===== src/rtl/led_pkg.sv =====
// led_pkg: shared scan-state type and default panel timing for the LED panel scanner.
package led_pkg;

    typedef enum logic [2:0] {
        StIdle,
        StFetchU,
        StFetchL,
        StCapture,
        StShift,
        StBlank,
        StLatch,
        StDisplay
    } scan_state_t;

    // Rows driven on r2 sit this far below the rows driven on r1.
    localparam int unsigned PANEL_HALF         = 32;
    localparam int unsigned LED_COLS           = 64;
    localparam int unsigned LED_ROWS           = 2 * PANEL_HALF;
    localparam int unsigned LED_CLK_DIV        = 2;
    localparam int unsigned LED_BLANK_CYCLES   = 2;
    localparam int unsigned LED_DISPLAY_CYCLES = 256;

    function automatic int unsigned max3(int unsigned a, int unsigned b, int unsigned c);
        int unsigned m;
        m = (a > b) ? a : b;
        return (m > c) ? m : c;
    endfunction

endpackage


===== src/rtl/led_shift_pair.sv =====
// led_shift_pair: two column shift registers (upper and lower row of a scan step).
// Each loads a full row in parallel and shifts right, so bit 0 is the column on the wire.
module led_shift_pair
    import led_pkg::*;
#(
    parameter int unsigned COLS = LED_COLS
) (
    input  logic            clk,
    input  logic            rst_n,
    input  logic            load_u,
    input  logic            load_l,
    input  logic            shift,
    input  logic [COLS-1:0] din,
    output logic            r1,
    output logic            r2
);

    logic [COLS-1:0] upper_q;
    logic [COLS-1:0] lower_q;

    // Upper row: parallel load, then zero-filled right shift so the lines idle low.
    always_ff @(posedge clk or negedge rst_n) begin
        if (!rst_n) begin
            upper_q <= '0;
        end else if (load_u) begin
            upper_q <= din;
        end else if (shift) begin
            upper_q <= {1'b0, upper_q[COLS-1:1]};
        end
    end

    // Lower row: same behaviour, loaded one cycle later from the second fetch.
    always_ff @(posedge clk or negedge rst_n) begin
        if (!rst_n) begin
            lower_q <= '0;
        end else if (load_l) begin
            lower_q <= din;
        end else if (shift) begin
            lower_q <= {1'b0, lower_q[COLS-1:1]};
        end
    end

    assign r1 = upper_q[0];
    assign r2 = lower_q[0];

endmodule


===== src/rtl/led_panel_scan.sv =====
// led_panel_scan: scans a 64x64 1-bit framebuffer onto a 1:32 multiplexed HUB75-style panel.
// Per step: fetch upper/lower rows, shift COLS columns, blank, latch, then display.
// Optional feature macro: LED_SCAN_BRIGHTNESS_EN adds a 3-bit brightness input that scales
// the display on-time to (brightness+1)/8 of DISPLAY_CYCLES.
module led_panel_scan
    import led_pkg::*;
#(
    parameter int unsigned COLS           = LED_COLS,
    parameter int unsigned ROWS           = LED_ROWS,
    parameter int unsigned CLK_DIV        = LED_CLK_DIV,
    parameter int unsigned BLANK_CYCLES   = LED_BLANK_CYCLES,
    parameter int unsigned DISPLAY_CYCLES = LED_DISPLAY_CYCLES
) (
    input  logic                      clk,
    input  logic                      rst_n,
    input  logic                      enable,
`ifdef LED_SCAN_BRIGHTNESS_EN
    input  logic [2:0]                brightness,
`endif
    output logic [$clog2(ROWS)-1:0]   fb_addr,
    input  logic [COLS-1:0]           fb_data,
    output logic                      panel_r1,
    output logic                      panel_r2,
    output logic                      panel_clk,
    output logic                      panel_lat,
    output logic                      panel_oe_n,
    output logic [$clog2(ROWS/2)-1:0] panel_addr,
    output logic                      frame_start
);

    localparam int unsigned HALF      = ROWS / 2;
    localparam int unsigned FB_AW     = $clog2(ROWS);
    localparam int unsigned ROW_W     = $clog2(HALF);
    localparam int unsigned SHIFT_LEN = COLS * 2 * CLK_DIV;
    localparam int unsigned TIMER_MAX = max3(SHIFT_LEN, BLANK_CYCLES, DISPLAY_CYCLES);
    localparam int unsigned TIMER_W   = (TIMER_MAX > 1) ? $clog2(TIMER_MAX) : 1;
    localparam int unsigned PH_W      = $clog2(2 * CLK_DIV);

    scan_state_t        state_q, state_d;
    logic [TIMER_W-1:0] timer_q, timer_d;
    logic [PH_W-1:0]    phase_q, phase_d;
    logic [ROW_W-1:0]   row_q, row_d;
    logic [TIMER_W-1:0] disp_last;
    logic               load_u;
    logic               load_l;
    logic               shift;

    // On-time of the DISPLAY state, expressed as the last timer value.
`ifdef LED_SCAN_BRIGHTNESS_EN
    logic [2:0]  bright_q;
    logic [31:0] disp_len;

    // Brightness is captured on LATCH so a step's on-time never changes mid-display.
    always_ff @(posedge clk or negedge rst_n) begin
        if (!rst_n) begin
            bright_q <= 3'd7;
        end else if (state_q == StLatch) begin
            bright_q <= brightness;
        end
    end

    // Scale DISPLAY_CYCLES by (brightness+1)/8, never below one cycle.
    always_comb begin
        disp_len = ((32'(bright_q) + 32'd1) * DISPLAY_CYCLES) >> 3;
        if (disp_len == 32'd0) begin
            disp_len = 32'd1;
        end
        disp_last = TIMER_W'(disp_len - 32'd1);
    end
`else
    // Fixed on-time.
    always_comb begin
        disp_last = TIMER_W'(DISPLAY_CYCLES - 1);
    end
`endif

    // FSM state register.
    always_ff @(posedge clk or negedge rst_n) begin
        if (!rst_n) begin
            state_q <= StIdle;
        end else begin
            state_q <= state_d;
        end
    end

    // FSM next-state logic; timed states exit on the last timer value.
    always_comb begin
        state_d = state_q;
        unique case (state_q)
            StIdle:    if (enable) state_d = StFetchU;
            StFetchU:  state_d = StFetchL;
            StFetchL:  state_d = StCapture;
            StCapture: state_d = StShift;
            StShift:   if (timer_q == TIMER_W'(SHIFT_LEN - 1)) state_d = StBlank;
            StBlank:   if (timer_q == TIMER_W'(BLANK_CYCLES - 1)) state_d = StLatch;
            StLatch:   state_d = StDisplay;
            StDisplay: if (timer_q == disp_last) state_d = enable ? StFetchU : StIdle;
            default:   state_d = StIdle;
        endcase
    end

    // FSM outputs and datapath strobes, decoded from the current state.
    always_comb begin
        fb_addr     = FB_AW'(row_q);
        panel_clk   = 1'b0;
        panel_lat   = 1'b0;
        panel_oe_n  = 1'b1;
        frame_start = 1'b0;
        load_u      = 1'b0;
        load_l      = 1'b0;
        shift       = 1'b0;
        case (state_q)
            StFetchU:  frame_start = (row_q == '0);
            StFetchL: begin
                fb_addr = FB_AW'(row_q) + FB_AW'(HALF);
                load_u  = 1'b1;
            end
            StCapture: load_l = 1'b1;
            StShift: begin
                // Low half of the period then high half; data advances as the clock falls.
                panel_clk = (phase_q >= PH_W'(CLK_DIV));
                shift     = (phase_q == PH_W'(2 * CLK_DIV - 1));
            end
            StLatch:   panel_lat = 1'b1;
            StDisplay: panel_oe_n = 1'b0;
            default: ;
        endcase
    end

    // Timer, shift-clock phase and row counter next-state.
    always_comb begin
        timer_d = timer_q;
        if (state_d != state_q) begin
            timer_d = '0;
        end else if (state_q == StShift || state_q == StBlank || state_q == StDisplay) begin
            timer_d = timer_q + TIMER_W'(1);
        end

        phase_d = '0;
        if (state_q == StShift && state_d == StShift) begin
            phase_d = (phase_q == PH_W'(2 * CLK_DIV - 1)) ? '0 : phase_q + PH_W'(1);
        end

        row_d = row_q;
        if (state_q == StIdle) begin
            // Re-enable always restarts at row pair 0.
            row_d = '0;
        end else if (state_q == StDisplay && timer_q == disp_last) begin
            row_d = (row_q == ROW_W'(HALF - 1)) ? '0 : row_q + ROW_W'(1);
        end
    end

    // Timer, phase and row registers.
    always_ff @(posedge clk or negedge rst_n) begin
        if (!rst_n) begin
            timer_q <= '0;
            phase_q <= '0;
            row_q   <= '0;
        end else begin
            timer_q <= timer_d;
            phase_q <= phase_d;
            row_q   <= row_d;
        end
    end

    // Panel row address changes only while blanked, on the first BLANK cycle.
    always_ff @(posedge clk or negedge rst_n) begin
        if (!rst_n) begin
            panel_addr <= '0;
        end else if (state_q == StBlank && timer_q == '0) begin
            panel_addr <= row_q;
        end
    end

    led_shift_pair #(
        .COLS (COLS)
    ) u_shift_pair (
        .clk    (clk),
        .rst_n  (rst_n),
        .load_u (load_u),
        .load_l (load_l),
        .shift  (shift),
        .din    (fb_data),
        .r1     (panel_r1),
        .r2     (panel_r2)
    );

endmodule


===== config.mk =====
export PLATFORM = sky130hd
export DESIGN_NAME = led_panel_scan
export DESIGN_NICKNAME = d
export VERILOG_FILES = /design/src/rtl/led_pkg.sv /design/src/rtl/led_shift_pair.sv /design/src/rtl/led_panel_scan.sv
export SDC_FILE = /design/constraint.sdc
export NUM_CORES = 1
export LEC_CHECK = 0
export CAP_MARGIN = 5
export CORE_UTILIZATION = 56
export DETAILED_ROUTE_END_ITERATION = 8
export GPL_ROUTABILITY_DRIVEN = 0
export HOLD_SLACK_MARGIN = 0.06
export PLACE_DENSITY = 0.88
export SLEW_MARGIN = 30
export SYNTH_ARGS = -nofsm -noshare
export SYNTH_HDL_FRONTEND = slang
export SYNTH_SLANG_ARGS = --single-unit

===== constraint.sdc =====
create_clock -name clk -period 2.2 [get_ports clk]
set_input_delay 0.66 -clock clk [delete_from_list [all_inputs] [get_ports clk]]
set_output_delay 0.66 -clock clk [all_outputs]
set_load 0.01 [all_outputs]

==> results.env, run 1 <==
OUTCOME='completed'
POWER.CLOCK.FRACTION_PCT=29.6
DRT-INITIAL-DRC-COUNT=309
SYNTH_FP_NETS=773
ANTENNA_VIOLATING_NETS_POST_ROUTE=0
CLOCK_INSERTION_DELAY_WORST_SKEW_PS=420
DETAIL_ROUTE.DRC_VIOLATIONS=0
COMBINATIONALPOWERSHARE_PCT=19.7
DIEAREA_UM2=13000
FINAL_MAX_SLEW_VIOL_COUNT=0
SEQPWRFRAC_PCT=50.7
RSZ0062_AT_GRT='true'
NUMBER_OF_GLOBAL_ROUTE_VIAS_BEFORE_REPAIR=5473
CRITPATHMAXFANOUT=7
HOLD_PATH_CLASS='in -> async'
SETUP_SLACK_PS=16.4
CELLS_AFTER_SYNTH=698
GROUTE.USAGE.OVERALL_PCT=24.8
YS_SEQ_AREA_SHARE_PCT=53.9
SYNTHTOPCELLSBYAREA='dfrtp_1, mux2i_1, a21oi_1, nand2_1, nor2_1'
SYN-MEAN-INSTANCE-AREA_UM2=10.0
SYNTH-EDFF-COUNT=0
TOTAL_POWER_mW=9.36
GLOBAL_ROUTE_WIRE_LENGTH_BEFORE_REPAIR_UM=25000
CLOCK_SINKS=151
IO-PIN-COUNT=84
SYNTH_CELL_TYPE_COUNT=40
CLK_PATH_BUF_DEPTH=2
CTS_ROOT_BUFFER='clkbuf_16'
SW_PWR_mW=2.81
IO_BUFFERS=83
SYNTH_TOP_AREA_SHARE_PCT=53.9
WORST-R2R-SETUP-SLACK_PS=130
START_UTIL_PCT=57.8
TIMING.FINAL.CRIT_PERIOD_PS=2180
YS_TOP_CELLS_BY_COUNT='dfrtp_1, nand2_1, mux2i_1, a21oi_1, nor2_1'
LEAKAGE_nW=3.55
CRIT_PATH_START_KIND='register'
INITIAL_ANTENNA_VIOLATION_COUNT=0
SHARE_OF_ASYNC_SETTABLE_OR_ASYNC_RESETTABLE_FLOPS_AFTER_SYNTHESIS_PCT=100
MAX-CAP-VIOLATIONS=0
CTS.CLK_SLEW.WORST_PATHS_PS=60
SYNTHESIS.AREA_UM2=7010
WORSTSETUPSTARTPOINT='row_q[0]'
IR_DROP_uV=558
FINALWIRELENGTH_UM=15200
WORSTSETUPENDPOINTTYPE='output pin'
AREA_GROWTH_FROM_SYNTHESIS_TO_LAYOUT_PCT=24.0
INTPOWER_mW=6.55
FINCLKSKEW_PS=7.39
ANTENNA_CELLS=0
MAX_FREQ_GHz=0.458
CTS_HTREE_LEVELS=4
CTS_HOLD_BUFFERS=0
DRTPASS1ITERATIONS=5
DIEWIDTH_UM=114
RESIDUAL_OVERFLOW_FROM_GLOBAL_ROUTING=0
POWER_SWITCHING_SHARE_PCT=30.0
REPORT.FINAL.HOLD_VIOL_COUNT=0
FINAL-INSTANCE-COUNT-EXCL-FILL=957
LAYOUT.CORE_UTILIZATION_PCT=71.7
FINAL_MIN_PERIOD_OVER_CLOCK_PERIOD_PCT=99.3
SETUP_VIOL=0
CP_SLOWEST_CELL='clkdlybuf4s50_1'
DRT-WIRELENGTH-PER-CELL_UM=15.9
N_FILL_CELL=891
MAIN_SYNTH_FF_TYPE='dfrtp_1'
FF2FF_PATH_DEPTH=6
PLACEMENT_ROWS=40
VIAS_PER_CELL=5.65
REQUIRED_TIME_OF_THE_WORST_SETUP_PATH_PS=1540
SETUP_TOTAL_NEGATIVE_SLACK_PS=0
PIN_SLEW_WITH_THE_LEAST_HEADROOM_TO_ITS_LIMIT_PS=686
TIMING.RR.END='row_q[3]'
WORSTPATHARRIVAL_PS=1520
CRITICALPATHCATEGORY='reg -> out'
FLOORPLAN.DIE.HEIGHT_UM=114
CTS_TREE='built'
NUMCTSBUFFERS=17
COUNT_OF_STATE_ELEMENTS_AFTER_SYNTHESIS=151
POWER-PER-CELL-AREA_nW_PER_UM2=1080
SYNTHMOSTINSTANTIATEDCELL='dfrtp_1'
CRITICAL_PATH.CELL_CHAIN='buf_4, clkdlybuf4s50_1'
FINAL_LAYOUT_SIZE_SUFFIX_GT1_SHARE_PCT=10.1
GRT_START_MAX_NET_PINS=86
PLACE.DETAILED.HPWL_UM=9970
SYNTH_WARNINGS=0
WORST_PATH_LARGEST_CELL_DELAY_PS=540
TIMING.SLEW.HEADROOM_PCT=54.2
VIA_COUNT=5408
SYNTH_TOP_AREA_CELL='dfrtp_1'
SETUP.WORST_PATH.END='fb_addr[0]'
LAYOUT.NETS=851
CORE_REGION_AREA_UM2=12100
DETAILEDPLACE.WORSTSLACK_PS=73.9
R2R_START='state_q[1]'
PLACEDCELLCOUNT=923
==> logic make-up (layout without fill, tap and decap cells) <==
kind of cell	Yosys count	after routing	synth area share, %
XOR/XNOR	4	4	0.500
adder cells (fa/ha/maj)	8	8	1.43
buffers and inverters	59	150	3.73
AND/OR/NAND/NOR	222	222	13.6
AO/OA/AOI/OAI	154	154	12.4
flip-flops	151	151	53.9
multiplexers	100	100	14.4
==> metal layers <==
layer | share of wire (%) | GRT usage [%] | up-vias
met4 | 2.8 | 12.4 | 0
met1 | 41 | 29.4 | 2616
met3 | 5.5 | 6.48 | 39
met2 | 50 | 42.0 | 153
li1 | - | - | 2600
met5 | 0 | 0 | -
==> worst max-delay path: cells and delay by family, from the launching register on <==
family | cells | cell delay [ps]
buffers and inverters | 2 | 710
flip-flops | 1 | 400
==> power by group through the flow <==
stage	combinational, mW	clock, mW	sequential (mW)
after floorplan	1.29	0	4.55
after global placement	1.69	0	4.67
after detailed placement	1.84	0	4.76
after CTS	1.87	2.81	4.73
after global routing	2.12	2.93	4.88
final	1.85	2.77	4.74
==> worst min-delay path by stage <==
| stage | from | endpoint | slack (ps) | cells after the start |
|---|---|---|---|---|
| floorplan | rst_n | panel_addr[0] | 360 | 0 |
| global placement | phase_q[0] | phase_q[0] | 450 | 1 |
| finish | rst_n | u_shift_pair.lower_q[9] | 160 | 1 |
| detailed placement | u_shift_pair.upper_q[26] | u_shift_pair.upper_q[26] | 460 | 2 |
| global route | rst_n | u_shift_pair.lower_q[8] | 170 | 1 |
| CTS | rst_n | u_shift_pair.lower_q[8] | 160 | 1 |
==> state kept, by name, indices dropped and copies added (netlist names) <==
name,cells
phase_q,2
u_shift_pair.upper_q,64
panel_addr,5
u_shift_pair.lower_q,64
state_q,3
timer_q,8
row_q,5
==> cell usage in the layout (no fill, tap or decap), types with 5 or more instances in the layout <==
| cell | count |
|---|---|
| a21oi_1 | 77 |
| a22oi_1 | 29 |
| and3_1 | 5 |
| buf_12 | 6 |
| buf_4 | 20 |
| clkbuf_16 | 17 |
| clkdlybuf4s50_1 | 77 |
| clkinvlp_4 | 7 |
| dfrtp_1 | 150 |
| ha_1 | 8 |
| inv_1 | 9 |
| mux2_2 | 5 |
| mux2i_1 | 95 |
| nand2_1 | 102 |
| nand3_1 | 8 |
| nor2_1 | 73 |
| nor3_1 | 5 |
| o21ai_0 | 36 |
| or3_1 | 5 |
==> cell type report <==
cell class / instances / area (um2) / area share (%)
Clock buffer: 19 / 443 / 5.10
Clock inverter: 13 / 123 / 1.41
Inverter: 9 / 33.8 / 0.389
Multi-Input combinational cell: 488 / 3010 / 34.7
Sequential cell: 151 / 3780 / 43.5
Tap cell: 168 / 210 / 2.42
Timing Repair Buffer: 109 / 1080 / 12.5
==> repair_timing <==
| action | CTS | global route |
|---|---|---|
| setup endpoints to repair | 5 | 4 |
| pin swaps | 1 | 0 |
| setup buffers | 1 | 1 |
| resized for setup | 21 | 2 |
==> stage by stage <==
| step | hold slack [ps] | cell area [um2] |
|---|---|---|
| CTS | 158 | 8680 |
| floorplan | 364 | 7010 |
| global route | 175 | 8680 |
| detailed placement | 463 | 8100 |
| finish | 157 | 8680 |
| global placement | 451 | 8100 |
No activity file was read; power rests on OpenSTA's default activity.
==> inputs of run 2 (changes only) <==
--- a/config.mk
+++ b/config.mk
@@ -6,11 +6,12 @@
 export NUM_CORES = 1
 export LEC_CHECK = 0
 export CAP_MARGIN = 5
-export CORE_UTILIZATION = 56
+export CORE_UTILIZATION = 55
 export DETAILED_ROUTE_END_ITERATION = 8
 export GPL_ROUTABILITY_DRIVEN = 0
 export HOLD_SLACK_MARGIN = 0.06
-export PLACE_DENSITY = 0.88
+export PLACE_DENSITY = 0.87
+export SKIP_LAST_GASP = 1
 export SLEW_MARGIN = 30
 export SYNTH_ARGS = -nofsm -noshare
 export SYNTH_HDL_FRONTEND = slang
==> results.env, run 2 (same netlist as run 1, synthesis figures left out) <==
OUTCOME='completed'
N_FILL_CELL=884  # -0.79%
FINAL_MIN_PERIOD_OVER_CLOCK_PERIOD_PCT=98.4  # -0.81 points
CLOCK_SINKS=151  # unchanged
RESIDUAL_OVERFLOW_FROM_GLOBAL_ROUTING=0  # unchanged
LAYOUT.NETS=852  # +0.12%
FINAL_MAX_SLEW_VIOL_COUNT=0  # unchanged
MAX-CAP-VIOLATIONS=0  # unchanged
GRT_START_MAX_NET_PINS=71  # -17%
PLACEMENT_ROWS=40  # unchanged
LEAKAGE_nW=3.61  # +1.8%
REG_TOP3='u_shift_pair.lower_q x64, u_shift_pair.upper_q x64, timer_q x8'
IR_DROP_uV=832  # +49%
TIMING.SLEW.HEADROOM_PCT=56.5  # +2.3 points
DIEAREA_UM2=13200  # +1.8%
IO_BUFFERS=83  # unchanged
FF2FF_PATH_DEPTH=6  # unchanged
FINAL_LAYOUT_SIZE_SUFFIX_GT1_SHARE_PCT=10.3  # +0.11 points
CRITPATHMAXFANOUT=2  # -5
CTS_ROOT_BUFFER='clkbuf_16'
VIA_COUNT=5427  # +0.35%
LAYOUT_COMMON_CELLS='dfrtp_1, nand2_1, mux2i_1'
FINCLKSKEW_PS=8.42  # +1.03 ps
ANTENNA_CELLS=0  # unchanged
HOLD_PATH_CLASS='in -> async'
ANTENNA_VIOLATING_NETS_POST_ROUTE=0  # unchanged
NUMBER_OF_GLOBAL_ROUTE_VIAS_BEFORE_REPAIR=5456  # -0.31%
REPORT.FINAL.HOLD_VIOL_COUNT=0  # unchanged
INITIAL_ANTENNA_VIOLATION_COUNT=0  # unchanged
MOSTFREQUENTLAYOUTCELL='dfrtp_1'
DRTPASS1ITERATIONS=5  # unchanged
PLACE.DETAILED.HPWL_UM=10400  # +4.1%
FINALWIRELENGTH_UM=15700  # +3.3%
FINAL-INSTANCE-COUNT-EXCL-FILL=958  # +0.10%
REQUIRED_TIME_OF_THE_WORST_SETUP_PATH_PS=1540  # about the same
POWER-PER-CELL-AREA_nW_PER_UM2=1110  # +2.7%
CRIT_PATH_START_KIND='register'
WORSTPATHARRIVAL_PS=1510  # about the same
CLOCK_INSERTION_DELAY_WORST_SKEW_PS=420  # about the same
FLOORPLAN.DIE.HEIGHT_UM=115  # +0.89%
DETAIL_ROUTE.DRC_VIOLATIONS=0  # unchanged
CTS.CLK_SLEW.WORST_PATHS_PS=60  # about the same
GROUTE.USAGE.OVERALL_PCT=25.3  # +0.47 points
TOTAL_POWER_mW=9.69  # +3.5%
CLK_PATH_BUF_DEPTH=2  # unchanged
IO-PIN-COUNT=84  # unchanged
TIMING.FINAL.CRIT_PERIOD_PS=2170  # -17.7 ps
PIN_SLEW_WITH_THE_LEAST_HEADROOM_TO_ITS_LIMIT_PS=651  # -34.8 ps
VIAS_PER_CELL=5.66  # +0.25%
RSZ0062_AT_GRT='true'
DIEWIDTH_UM=115  # +0.89%
PLACEDCELLCOUNT=922  # -0.11%
CTS_TREE='built'
AREA_GROWTH_FROM_SYNTHESIS_TO_LAYOUT_PCT=25.0
MAX_FREQ_GHz=0.462  # +0.82%
CTS_HOLD_BUFFERS=0  # unchanged
CRITICALPATHCATEGORY='reg -> out'
DRT-INITIAL-DRC-COUNT=373  # +21%
START_UTIL_PCT=57.4  # -0.47 points
GLOBAL_ROUTE_WIRE_LENGTH_BEFORE_REPAIR_UM=25800  # +3.2%
DRT-WIRELENGTH-PER-CELL_UM=16.4  # +3.2%
WORSTSETUPENDPOINTTYPE='output pin'
SETUP_VIOL=0  # unchanged
NUMCTSBUFFERS=17  # unchanged
CORE_REGION_AREA_UM2=12200  # +0.83%
CTS_HTREE_LEVELS=4  # unchanged
[run 2: cell types whose count changed in the layout (fill, tap and decap cells not counted), sizes merged]
cell | previous run | this run
clkinvlp | 7 | 1
inv | 12 | 9
clkbuf | 20 | 26
clkinv | 2 | 3
buf | 30 | 31
bufinv | 1 | 3
[run 2: per-stage QoR]
stage	setup slack [ps]	utilization (%)	TNS [ps]	area, um2	hold slack (ps)
2_1_floorplan	273	-	0	7010	364
3_3_place_gp	108	66.2	0	8080	452
3_5_place_dp	27.1	66.2	0	8080	464
4_1_cts	-37.0	71.6	-54.0	8740	169
5_1_grt	-15.2	71.7	-15.2	8750	186
6_report	34.1	71.7	0	8750	163
[run 2: worst paths after layout]
path	start	endpoint	slack [ps]
worst max-delay path	row_q[1]	frame_start	30
worst min-delay path	rst_n	u_shift_pair.lower_q[51]	160
worst max register to register	state_q[1]	row_q[2]	210
worst min register to register	u_shift_pair.upper_q[15]	u_shift_pair.upper_q[15]	480
max in group asynchronous	rst_n	u_shift_pair.upper_q[13]	1360
min in group clk	u_shift_pair.upper_q[15]	u_shift_pair.upper_q[15]	480
[run 2: area by class of cell]
type | count | area (um2) | share of cell area (%)
Timing Repair Buffer | 110 | 1080 | 12.4
Inverter | 9 | 33.8 | 0.386
Clock inverter | 7 | 113 | 1.29
Sequential cell | 151 | 3780 | 43.2
Clock buffer | 25 | 526 | 6.00
Tap cell | 168 | 210 | 2.40
Multi-Input combinational cell | 488 | 3010 | 34.4
[run 2: per-layer routing]
metal,vias up,global-route usage [%],wire [um]
li1,2586,-,-
met1,2685,30.2,6510
met2,121,42.8,8000
met3,35,7.12,800
met4,0,10.9,391
met5,-,0,0
[run 2: what timing repair did]
action / in CTS / in global routing
hold endpoints to repair: 0 / 0
setup endpoints to repair: 5 / 5
setup buffers: 2 / 2
cloned: 0 / 0
pin swaps: 1 / 1
gates resized for setup: 19 / 5
[run 2: where the power goes]
group          internal, mW  total [mW]  switching [mW]  leakage, nW
Combinational         0.945        1.84           0.895         1.54
Clock                  1.99        3.10            1.11        0.315
Sequential             4.01        4.76           0.750         1.76
[run 2: worst max-delay path, cell delays in order, from the launching register on]
cell      delay (ps)
dfrtp_1          380
inv_1             70
ha_1             140
nand3b_1          90
nor4_2           210
buf_2            190
